$ cat src/rtl/i2c_byte_master.sv
// Single-byte I2C master: START, address+R/W, one data byte (write or read), STOP.
// Each bit-time is split into four quarters of CLK_DIV clocks. Pad controls
// are decoded from the registered state and counters.
module i2c_byte_master #(
    parameter int CLK_DIV = 250
) (
    input  logic       clk,
    input  logic       rst,
    input  logic       startbit,
    input  logic       resetbit,
    input  logic       it_enable,
    input  logic       rw,
    input  logic [6:0] per_addr,
    input  logic [7:0] per_data,
    output logic [7:0] rdata,
    output logic       busy,
    output logic       ready,
    output logic       ack_err,
    output logic       irq,
    output logic       scl_o,
    output logic       sda_o,
    input  logic       sda_i
);

    typedef enum logic [3:0] {
        IDLE, START, ADDR, ADDR_ACK, WDATA, WACK, RDATA, RNACK, STOP, DONE
    } state_t;

    localparam int CW = (CLK_DIV > 1) ? $clog2(CLK_DIV) : 1;
    localparam logic [CW-1:0] CYC_LAST = CW'(CLK_DIV - 1);

    state_t         state_q, state_d;
    logic [CW-1:0]  cyc_q, cyc_d;
    logic [1:0]     qtr_q, qtr_d;
    logic [2:0]     bit_q, bit_d;
    logic [7:0]     addr_q, addr_d;      // {per_addr, rw} as sent on the wire
    logic [7:0]     wdata_q, wdata_d;
    logic [7:0]     rx_q, rx_d;
    logic [7:0]     rdata_q, rdata_d;
    logic           ack_err_q, ack_err_d;
    logic           done_q, done_d;

    logic qtr_end, bit_end, sample_pt, last_bit;

    assign qtr_end   = (cyc_q == CYC_LAST);
    assign bit_end   = qtr_end && (qtr_q == 2'd3);
    assign sample_pt = qtr_end && (qtr_q == 2'd1);
    assign last_bit  = (bit_q == 3'd7);

    // State and datapath registers with asynchronous reset.
    always_ff @(posedge clk or posedge rst) begin
        if (rst) begin
            state_q   <= IDLE;
            cyc_q     <= '0;
            qtr_q     <= '0;
            bit_q     <= '0;
            addr_q    <= '0;
            wdata_q   <= '0;
            rx_q      <= '0;
            rdata_q   <= '0;
            ack_err_q <= 1'b0;
            done_q    <= 1'b0;
        end else begin
            state_q   <= state_d;
            cyc_q     <= cyc_d;
            qtr_q     <= qtr_d;
            bit_q     <= bit_d;
            addr_q    <= addr_d;
            wdata_q   <= wdata_d;
            rx_q      <= rx_d;
            rdata_q   <= rdata_d;
            ack_err_q <= ack_err_d;
            done_q    <= done_d;
        end
    end

    // Next-state, datapath updates and quarter/bit counters.
    always_comb begin
        state_d   = state_q;
        addr_d    = addr_q;
        wdata_d   = wdata_q;
        rx_d      = rx_q;
        rdata_d   = rdata_q;
        ack_err_d = ack_err_q;
        done_d    = done_q;
        cyc_d     = cyc_q;
        qtr_d     = qtr_q;
        bit_d     = bit_q;

        case (state_q)
            IDLE: begin
                if (startbit) begin
                    addr_d    = {per_addr, rw};
                    wdata_d   = per_data;
                    ack_err_d = 1'b0;
                    done_d    = 1'b0;
                    state_d   = START;
                end
            end
            START: begin
                if (bit_end) state_d = ADDR;
            end
            ADDR: begin
                if (bit_end && last_bit) state_d = ADDR_ACK;
            end
            ADDR_ACK: begin
                // ack_err was cleared at start, so by bit_end it holds this ACK.
                if (sample_pt && sda_i) ack_err_d = 1'b1;
                if (bit_end) begin
                    if (ack_err_q)    state_d = STOP;
                    else if (addr_q[0]) state_d = RDATA;
                    else              state_d = WDATA;
                end
            end
            WDATA: begin
                if (bit_end && last_bit) state_d = WACK;
            end
            WACK: begin
                if (sample_pt && sda_i) ack_err_d = 1'b1;
                if (bit_end) state_d = STOP;
            end
            RDATA: begin
                if (sample_pt) rx_d = {rx_q[6:0], sda_i};
                if (bit_end && last_bit) state_d = RNACK;
            end
            RNACK: begin
                if (bit_end) begin
                    rdata_d = rx_q;
                    state_d = STOP;
                end
            end
            STOP: begin
                // done_pending rises together with DONE so irq lines up with ready.
                if (bit_end) begin
                    state_d = DONE;
                    done_d  = 1'b1;
                end
            end
            DONE: begin
                state_d = IDLE;
            end
            default: begin
                state_d = IDLE;
            end
        endcase

        // Soft abort wins over everything, including a same-cycle startbit.
        if (resetbit) begin
            state_d   = IDLE;
            ack_err_d = 1'b0;
            done_d    = 1'b0;
            rdata_d   = '0;
        end

        // Counters restart on every state entry; idle states keep them at zero.
        if ((state_d != state_q) || (state_q == IDLE) || (state_q == DONE)) begin
            cyc_d = '0;
            qtr_d = '0;
            bit_d = '0;
        end else if (qtr_end) begin
            cyc_d = '0;
            qtr_d = qtr_q + 2'd1;
            if (bit_end) bit_d = bit_q + 3'd1;
        end else begin
            cyc_d = cyc_q + CW'(1);
        end
    end

    // Pad controls and status decoded from the current state and quarter.
    always_comb begin
        scl_o = 1'b1;
        sda_o = 1'b1;
        case (state_q)
            START: begin
                sda_o = (qtr_q < 2'd2);
                scl_o = (qtr_q != 2'd3);
            end
            ADDR: begin
                scl_o = (qtr_q == 2'd1) || (qtr_q == 2'd2);
                sda_o = addr_q[3'd7 - bit_q];
            end
            WDATA: begin
                scl_o = (qtr_q == 2'd1) || (qtr_q == 2'd2);
                sda_o = wdata_q[3'd7 - bit_q];
            end
            ADDR_ACK, WACK, RDATA, RNACK: begin
                scl_o = (qtr_q == 2'd1) || (qtr_q == 2'd2);
                sda_o = 1'b1;
            end
            STOP: begin
                sda_o = (qtr_q >= 2'd2);
                scl_o = (qtr_q != 2'd0);
            end
            default: begin
                scl_o = 1'b1;
                sda_o = 1'b1;
            end
        endcase
    end

    assign busy    = (state_q != IDLE) && (state_q != DONE);
    assign ready   = (state_q == DONE);
    assign rdata   = rdata_q;
    assign ack_err = ack_err_q;
    assign irq     = it_enable & done_q;

endmodule

$ cat config.mk
export PLATFORM = sky130hd
export DESIGN_NAME = i2c_byte_master
export DESIGN_NICKNAME = d
export VERILOG_FILES = /design/src/rtl/i2c_byte_master.sv
export SDC_FILE = /design/constraint.sdc
export NUM_CORES = 1
export LEC_CHECK = 0
export CORE_ASPECT_RATIO = 1.75
export CORE_MARGIN = 2
export CORE_UTILIZATION = 59
export DETAILED_ROUTE_END_ITERATION = 10
export PLACE_DENSITY = 0.9
export SLEW_MARGIN = 0
export SYNTH_ARGS = -nofsm -noshare
export SYNTH_HDL_FRONTEND = slang
export SYNTH_SLANG_ARGS = --single-unit
$ cat constraint.sdc
create_clock -name clk -period 4.7 [get_ports clk]
set_input_delay 0.705 -clock clk [delete_from_list [all_inputs] [get_ports clk]]
set_output_delay 0.705 -clock clk [all_outputs]
set_load 0.02 [all_outputs]
==> results.sh, run 1 <==
export IMPL_ir_worst_vdd_mv=0.2326
export IMPL_slew_headroom_pct=31.60
export IMPL_grt_pass1_vias=2085
export IMPL_crit_required_ns=3.99
export IMPL_hold_violations=0
export IMPL_fillers=321
export IMPL_criticalPathCategory="flip-flop to output pin"
export IMPL_ant_nets=0
export IMPL_drtIter0Drc=55
export IMPL_fp_coreArea_um2=4444
export IMPL_ctsResizeCount=0
export IMPL_async_flop_share_pct=100.0
export IMPL_final_area_um2=3172
export IMPL_max_freq_mhz=320.8
export IMPL_yosysMostFrequentCell="nand2_1"
export IMPL_grt_usage_pct=23.35
export IMPL_critPathMaxStageDelay_ns=0.65
export IMPL_r2r_end="cyc_q[2]"
export IMPL_die_w_um=55.45
export IMPL_finalSetupTns_ns=0
export IMPL_worstPathCellList="nor2_1 -> nor2_1 -> a31oi_1 -> nor2_1 -> a21oi_1 -> clkdlybuf4s50_1"
export IMPL_ys_types=53
export IMPL_via_per_inst=6.020
export IMPL_setup_viol=0
export IMPL_cp_common_cell="nor2_1"
export IMPL_drt_pass1_iter_count=4
export IMPL_cts_sinks=51
export IMPL_start_kind="flip-flop"
export IMPL_wl_per_cell_um=15.81
export IMPL_drc=0
export IMPL_endpoint_kind="output pin"
export IMPL_grt_pass1_wl_um=9604
export IMPL_cts_buffer_depth=2
export IMPL_ys_seq_area_share_pct=46.70
export IMPL_p_leak_nw=1.454
export IMPL_vias=2101
export IMPL_rows=32
export IMPL_antenna_found_initial=0
export IMPL_rsz0062_at_grt="false"
export IMPL_portBuffers=35
export IMPL_synth_avg_cell_area_um2=10.20
export IMPL_min_path_type="flip-flop to flip-flop"
export IMPL_min_period_over_period_pct=66.32
export IMPL_cp_slowest_cell="clkdlybuf4s50_1"
export IMPL_start_util_pct=61.49
export IMPL_ys_seq_elements=51
export IMPL_synth_area_um2=2733
export IMPL_hpwl_um=3983
export IMPL_routed_wl_um=5516
export IMPL_min_from="wdata_q[2]"
export IMPL_status="complete, no violations"
export IMPL_rr_worst_depth=5
export IMPL_placed_cell_area_um2=3084
export IMPL_yosys_warnings=0
export IMPL_syn_inst=268
export IMPL_rrSetupSlack_ns=2.31
export IMPL_htreeDepth=2
export IMPL_worst_slew_pin_slew_ns=1.024
export IMPL_synth_fp_nets=298
export IMPL_overflow=0
export IMPL_antennaDiodeCount=0
export IMPL_worstHoldEndpoint="wdata_q[2]"
export IMPL_dieArea_um2=5213
export IMPL_clkTransAtPathRegs_ns=0.09
export IMPL_drive_gt1_share_pct=11.07
export IMPL_synth_area_leaders="dfrtp_1 (47%), nand2_1 (7.1%), ha_1 (3.7%), mux2_1 (2.9%), a22o_1 (2.6%)"
export IMPL_maxCapViolations=0
export IMPL_ctsRootBufferMaster="clkbuf_8"
export IMPL_worst_path_max_fanout=17
export IMPL_reg2reg_from="state_q[3]"
export IMPL_cts_inserted_buffers=5
export IMPL_area_growth_pct=16.07
export IMPL_pwr_density_cell_nw_per_um2=260.5
export IMPL_fin_worst_skew_ns=0.006841
export IMPL_ios=36
export IMPL_synth_ff_type="dfrtp_1"
export IMPL_cts_hold_repair_buffers=0
export IMPL_cp_arrival_ns=2.41
export IMPL_period_needed_ns=3.117
export IMPL_yosys_area_top_type="dfrtp_1"
export IMPL_insertion_delay_ns=0.30
export IMPL_post_route_util_pct=71.37
export IMPL_hold_depth=2
export IMPL_grt_start_max_net_pins=52
export IMPL_slew_violations=0
export IMPL_cts_tree="yes"
export IMPL_fin_nets=327
export IMPL_post_cts_buffers=0
export IMPL_synth_edff_count=0
export IMPL_synth_top_area_share_pct=46.70
export IMPL_place_gp_congestion=0.9395
export IMPL_synth_commonest_cells="nand2_1 (52), dfrtp_1 (51), nor2_1 (17)"
export IMPL_fp_dieH_um=94.03
## state kept, by name, indices dropped and copies added (netlist names)
| name | cells |
|---|---|
| rx_q | 8 |
| state_q | 4 |
| bit_q | 3 |
| done_q | 1 |
| wdata_q | 8 |
| cyc_q | 8 |
| addr_q | 8 |
| qtr_q | 2 |
| ack_err | 1 |
| rdata | 8 |
## worst max-delay path, delay by kind of cell (launching register included)
| kind | cells | cell delay [ns] |
|---|---|---|
| buf+inv | 1 | 0.65 |
| simple gates | 3 | 0.50 |
| compound gates | 2 | 0.37 |
| flops | 1 | 0.60 |
## area by class of cell
cell class | instances | area [µm²] | area share [%]
inverter | 10 | 37.54 | 1.183
clock buffer | 5 | 68.82 | 2.170
multi-input combinational | 193 | 1349 | 42.52
clock inverter | 3 | 18.77 | 0.5917
sequential | 51 | 1276 | 40.24
timing repair buffer | 36 | 357.8 | 11.28
tap | 51 | 63.81 | 2.012
## where the power goes
part / internal [mW] / switching, mW
Clock: 0.105 / 0.147
Combinational: 0.0435 / 0.0521
Sequential: 0.462 / 0.0166
Total: 0.610 / 0.216
## metal layers
| layer | up-vias | track usage (%) | wire length, µm |
|---|---|---|---|
| met4 | 0 | 13.01 | 229 |
| met5 | - | 0 | 0 |
| met3 | 21 | 2.893 | 166 |
| met1 | 1027 | 27.20 | 2173 |
| li1 | 992 | - | - |
| met2 | 61 | 41.07 | 2947 |
## kinds of logic after synthesis
logic type / synth area share [%]
AOI/OAI and AO/OA: 10.30
xor gates and xnor gates: 2.885
adders and majority gates: 3.663
buffers and inverters: 3.937
DFF: 46.70
muxes: 8.745
and+or+nand+nor: 23.76
## worst max path at each step
stage / startpoint / end / cells past startpoint
finish: state_q[2] / scl_o / 6
global route: state_q[2] / scl_o / 6
CTS: bit_q[0] / sda_o / 5
detailed placement: resetbit / cyc_q[2] / 6
global placement: resetbit / cyc_q[7] / 6
floorplan: bit_q[0] / sda_o / 4
## through the flow
step | hold slack, ns | instances | total power [mW] | worst slack (ns)
floorplan | 0.4379 | 268 | 0.5484 | 2.522
global placement | 0.4512 | 341 | 0.5790 | 1.895
detailed placement | 0.4608 | 341 | 0.5831 | 1.862
CTS | 0.4837 | 349 | 0.8327 | 1.590
global route | 0.4998 | 349 | 0.8643 | 1.416
finish | 0.4791 | 349 | 0.8262 | 1.583
## placed cells by master, fill, tap and decap left out, drive strengths merged, types with 9 or more instances in the layout
cell,count
nand2,53
nor3,12
mux2,9
inv,11
dfrtp,51
clkdlybuf4s50,35
nor2,18
(Power assumes the default switching activity.)
==> run 2, diff against run 1 <==
- CORE_UTILIZATION: 59 -> 55
- PLACE_DENSITY: 0.9 -> 0.85
- clock period: 4.7 -> 2.9 ns (I/O delays scaled with it)
==> results.sh, run 2 (synthesized netlist as in run 1, its figures left out) <==
export IMPL_status="complete, no violations"
export IMPL_wl_per_cell_um=15.92
export IMPL_min_period_over_period_pct=93.62
export IMPL_worstHoldEndpoint="addr_q[7]"
export IMPL_min_path_type="flip-flop to flip-flop"
export IMPL_overflow=0
export IMPL_finalSetupTns_ns=0
export IMPL_pwr_density_cell_nw_per_um2=449.6
export IMPL_drt_pass1_iter_count=4
export IMPL_fp_dieH_um=97.25
export IMPL_cts_inserted_buffers=5
export IMPL_setup_viol=0
export IMPL_grt_pass1_wl_um=9708
export IMPL_place_gp_congestion=0.9375
export IMPL_vias=2139
export IMPL_slew_violations=0
export IMPL_p_leak_nw=1.481
export IMPL_grt_usage_pct=22.13
export IMPL_fp_coreArea_um2=4892
export IMPL_endpoint_kind="output pin"
export IMPL_start_util_pct=55.86
export IMPL_drtIter0Drc=67
export IMPL_final_common_cell="nand2_1"
export IMPL_insertion_delay_ns=0.31
export IMPL_drc=0
export IMPL_antennaDiodeCount=0
export IMPL_cts_hold_repair_buffers=0
export IMPL_die_w_um=57.29
export IMPL_ir_worst_vdd_mv=0.4937
export IMPL_max_freq_mhz=368.3
export IMPL_most_common_layout_cells="nand2_1 (52), dfrtp_1 (50), clkdlybuf4s50_1 (35), nor2_1 (16), nor3_1 (9)"
export IMPL_cp_arrival_ns=2.28
export IMPL_area_growth_pct=18.41
export IMPL_fin_worst_skew_ns=0.007510
export IMPL_rsz0062_at_grt="false"
export IMPL_fin_nets=330
export IMPL_crit_required_ns=2.47
export IMPL_cts_sinks=51
export IMPL_dieArea_um2=5571
export IMPL_ios=36
export IMPL_rrSetupSlack_ns=0.49
export IMPL_drive_gt1_share_pct=12.62
export IMPL_slew_headroom_pct=50.39
export IMPL_ctsRootBufferMaster="clkbuf_8"
export IMPL_cts_buffer_depth=2
export IMPL_maxCapViolations=0
export IMPL_reg2reg_from="state_q[3]"
export IMPL_portBuffers=35
export IMPL_fillers=383
export IMPL_start_kind="flip-flop"
export IMPL_criticalPathCategory="flip-flop to output pin"
export IMPL_hold_violations=0
export IMPL_rr_worst_depth=5
export IMPL_rows=34
export IMPL_period_needed_ns=2.715
export IMPL_grt_start_max_net_pins=52
export IMPL_routed_wl_um=5650
export IMPL_min_from="addr_q[7]"
export IMPL_antenna_found_initial=0
export IMPL_placed_cell_area_um2=3110
export IMPL_htreeDepth=2
export IMPL_cts_tree="yes"
export IMPL_r2r_end="cyc_q[3]"
export IMPL_worst_path_max_fanout=6
export IMPL_grt_pass1_vias=2121
export IMPL_worst_slew_pin_slew_ns=0.7442
export IMPL_clkTransAtPathRegs_ns=0.09
export IMPL_hold_depth=2
export IMPL_ant_nets=0
export IMPL_via_per_inst=6.025
export IMPL_hpwl_um=4121
export IMPL_final_area_um2=3236
==> run 2: worst max-delay path: stages (launching register included) <==
cell and delay [ns]:
dfrtp_2 0.45, mux4_2 0.52, mux2_2 0.28, nand3_1 0.09, nand3_1 0.09, clkdlybuf4s50_1 0.55
==> run 2: cell type report <==
type,instances,area (µm²),share of cell area [%]
repair buffers,39,380.4,11.76
clock buffers,6,82.58,2.552
clock inverters,2,38.79,1.199
well taps,54,67.56,2.088
multi-input cells,193,1351,41.76
flip-flops and latches,51,1277,39.48
inverters,10,37.54,1.160
==> run 2: worst max path at each step <==
stage | start | depth (start not counted) | end
after floorplan | bit_q[0] | 4 | sda_o
after global placement | resetbit | 6 | cyc_q[7]
after detailed placement | resetbit | 6 | cyc_q[3]
after CTS | bit_q[0] | 5 | sda_o
after global routing | bit_q[0] | 5 | sda_o
final | bit_q[0] | 5 | sda_o
==> run 2: per-layer routing <==
metal | share of wire (%) | vias to the layer above | GRT usage [%]
met3 | 4.3 | 23 | 4.394
met5 | 0 | - | 0
li1 | - | 1008 | -
met1 | 39 | 1029 | 25.84
met2 | 53 | 79 | 37.22
met4 | 3.8 | 0 | 11.81
==> run 2: timing repair <==
item                       4_1_cts  5_1_grt
resized for setup                0        2
setup endpoints to repair        0        2
setup buffers                    0        0
==> run 2: report_power, final <==
part	internal (mW)	total, mW	switching [mW]
Combinational	0.0728	0.158	0.0850
Clock	0.284	0.521	0.237
Sequential	0.749	0.776	0.0273
Total	1.11	1.45	0.349
==> run 2: metrics by stage <==
| stage | utilization (%) | hold slack [ns] | power (mW) | instances | worst slack [ns] |
|---|---|---|---|---|---|
| after CTS | 66.06 | 0.4847 | 1.465 | 355 | 0.09166 |
| after global routing | 66.14 | 0.5173 | 1.516 | 355 | 0.07296 |
| final | 66.14 | 0.4841 | 1.455 | 355 | 0.1851 |
| after global placement | 63.58 | 0.4518 | 0.9413 | 347 | 0.3712 |
| after detailed placement | 63.58 | 0.4623 | 0.9490 | 347 | 0.2753 |
| after floorplan | - | 0.4379 | 0.8887 | 268 | 0.9917 |
==> run 3, diff against run 2 <==
- CORE_UTILIZATION: 55 -> 40
- PLACE_DENSITY: 0.85 -> 0.66
==> results.sh, run 3 (synthesized netlist as in run 1, its figures left out) <==
export IMPL_total_power_mw=1.648
export IMPL_critPathMaxStageDelay_ns=0.55
export IMPL_fp_coreArea_um2=6588
export IMPL_cp_top_family="multiplexers"
export IMPL_fp_dieH_um=113.3
export IMPL_slew_violations=0
export IMPL_cp_arrival_ns=2.31
export IMPL_htreeDepth=2
export IMPL_cts_inserted_buffers=5
export IMPL_pwr_density_cell_nw_per_um2=491.9
export IMPL_multiInputGateArea_um2=1353
export IMPL_fillers=617
export IMPL_worst_slew_pin_slew_ns=0.8960
export IMPL_ir_worst_vdd_mv=0.4388
export IMPL_area_growth_pct=22.57
export IMPL_criticalPathCategory="flip-flop to output pin"
export IMPL_place_gp_congestion=0.9679
export IMPL_worst_path_max_fanout=6
export IMPL_crit_required_ns=2.47
export IMPL_critPathBufInv=1
export IMPL_hold_ws_ns=0.4818
export IMPL_setup_viol=0
export IMPL_grt_pass1_wl_um=9956
export IMPL_drc=0
export IMPL_grt_usage_pct=17.18
export IMPL_placed_cell_area_um2=3168
export IMPL_min_period_over_period_pct=94.65
export IMPL_cts_tree="yes"
export IMPL_via_per_inst=5.425
export IMPL_fin_nets=333
export IMPL_ant_nets=0
export IMPL_clkTransAtPathRegs_ns=0.07
export IMPL_finalSetupTns_ns=0
export IMPL_maxCapViolations=0
export IMPL_overflow=0
export IMPL_fin_ws_ns=0.1551
export IMPL_period_needed_ns=2.745
export IMPL_grt_pass1_vias=2113
export IMPL_dieArea_um2=7535
export IMPL_grt_start_max_net_pins=45
export IMPL_drive_gt1_share_pct=13.16
export IMPL_rsz0062_at_grt="false"
export IMPL_routed_wl_um=5866
export IMPL_antennaDiodeCount=0
export IMPL_min_path_type="flip-flop to flip-flop"
export IMPL_max_freq_mhz=364.3
export IMPL_rows=39
export IMPL_post_route_util_pct=50.85
export IMPL_hold_violations=0
export IMPL_final_area_um2=3349
export IMPL_drtIter0Drc=213
export IMPL_vias=2094
export IMPL_insertion_delay_ns=0.30
export IMPL_register_area_um2=1276
export IMPL_portBuffers=35
export IMPL_place_ws_ns=0.4238
export IMPL_ios=36
export IMPL_cts_buffer_depth=2
export IMPL_cp_common_cell="nand3_1"
export IMPL_wl_per_cell_um=15.20
export IMPL_start_util_pct=41.48
export IMPL_cp_slowest_cell="clkdlybuf4s50_1"
export IMPL_status="complete, no violations"
export IMPL_finalNonFillerCells=386
export IMPL_worstPathCellList="mux4_2 -> mux2_2 -> nand3_1 -> nand3_1 -> clkdlybuf4s50_1"
export IMPL_slew_headroom_pct=40.18
export IMPL_fin_worst_skew_ns=0.004373
export IMPL_p_leak_nw=1.523
export IMPL_hpwl_um=4309
export IMPL_drt_pass1_iter_count=4
export IMPL_final_common_cell="nand2_1"
export IMPL_cts_sinks=51
export IMPL_antenna_found_initial=0
export IMPL_ctsRootBufferMaster="clkbuf_16"
export IMPL_endpoint_kind="output pin"
export IMPL_start_kind="flip-flop"
export IMPL_die_w_um=66.48
export IMPL_most_common_layout_cells="nand2_1 (52), dfrtp_1 (51), clkdlybuf4s50_1 (35), nor2_1 (16), nor3_1 (9)"
export IMPL_place_inst=378
export IMPL_post_cts_buffers=0
run 3: cell count changes in the layout (fill, tap and decap cells not counted):
cell / change
dfrtp_2: -1
clkbuf_16: +5
a2111oi_1: +1
dfrtp_1: +1
clkbuf_8: -5
a2111oi_0: -1
buf_4: +3
run 3: final timing paths:
check / start / to / slack [ns] / cells past startpoint
max: bit_q[0] / sda_o / 0.16 / 5
min: addr_q[7] / addr_q[7] / 0.48 / 2
max reg2reg: state_q[3] / cyc_q[2] / 0.51 / 5
min reg2reg: addr_q[7] / addr_q[7] / 0.48 / 2
max in group asynchronous: rst / rdata[0] / 1.64 / 3
min in group asynchronous: rst / rx_q[2] / 0.64 / 2
run 3: routing by layer:
layer,global-route usage (%),vias to the layer above,routed length (µm)
met3,3.877,14,218
li1,-,1006,-
met2,29.27,62,3168
met4,8.707,0,177
met1,19.64,1012,2300
met5,0,-,0
run 3: report_power, final:
| part | total (mW) | switching (mW) | internal (mW) |
|---|---|---|---|
| registers | 0.776 | 0.0264 | 0.749 |
| logic | 0.167 | 0.0904 | 0.0763 |
| clock network | 0.705 | 0.271 | 0.434 |
| total | 1.65 | 0.388 | 1.26 |
run 3: area by class of cell:
| cell class | instances | share of cell area [%] |
|---|---|---|
| clock buffer | 6 | 4.146 |
| timing repair buffer | 42 | 12.03 |
| inverter | 10 | 1.121 |
| tap | 82 | 3.063 |
| multi-input combinational | 193 | 40.38 |
| clock inverter | 2 | 1.158 |
| sequential | 51 | 38.10 |
run 3: what timing repair did:
item                       4_1_cts  5_1_grt
setup endpoints to repair        0        2
gates resized for setup          0        2
hold buffers                     0        0
run 3: tightest hold or removal path, delay by kind of cell (launching register included):
kind             cells  cell delay, ns
DFF                  1            0.34
and+or+nand+nor      2            0.12
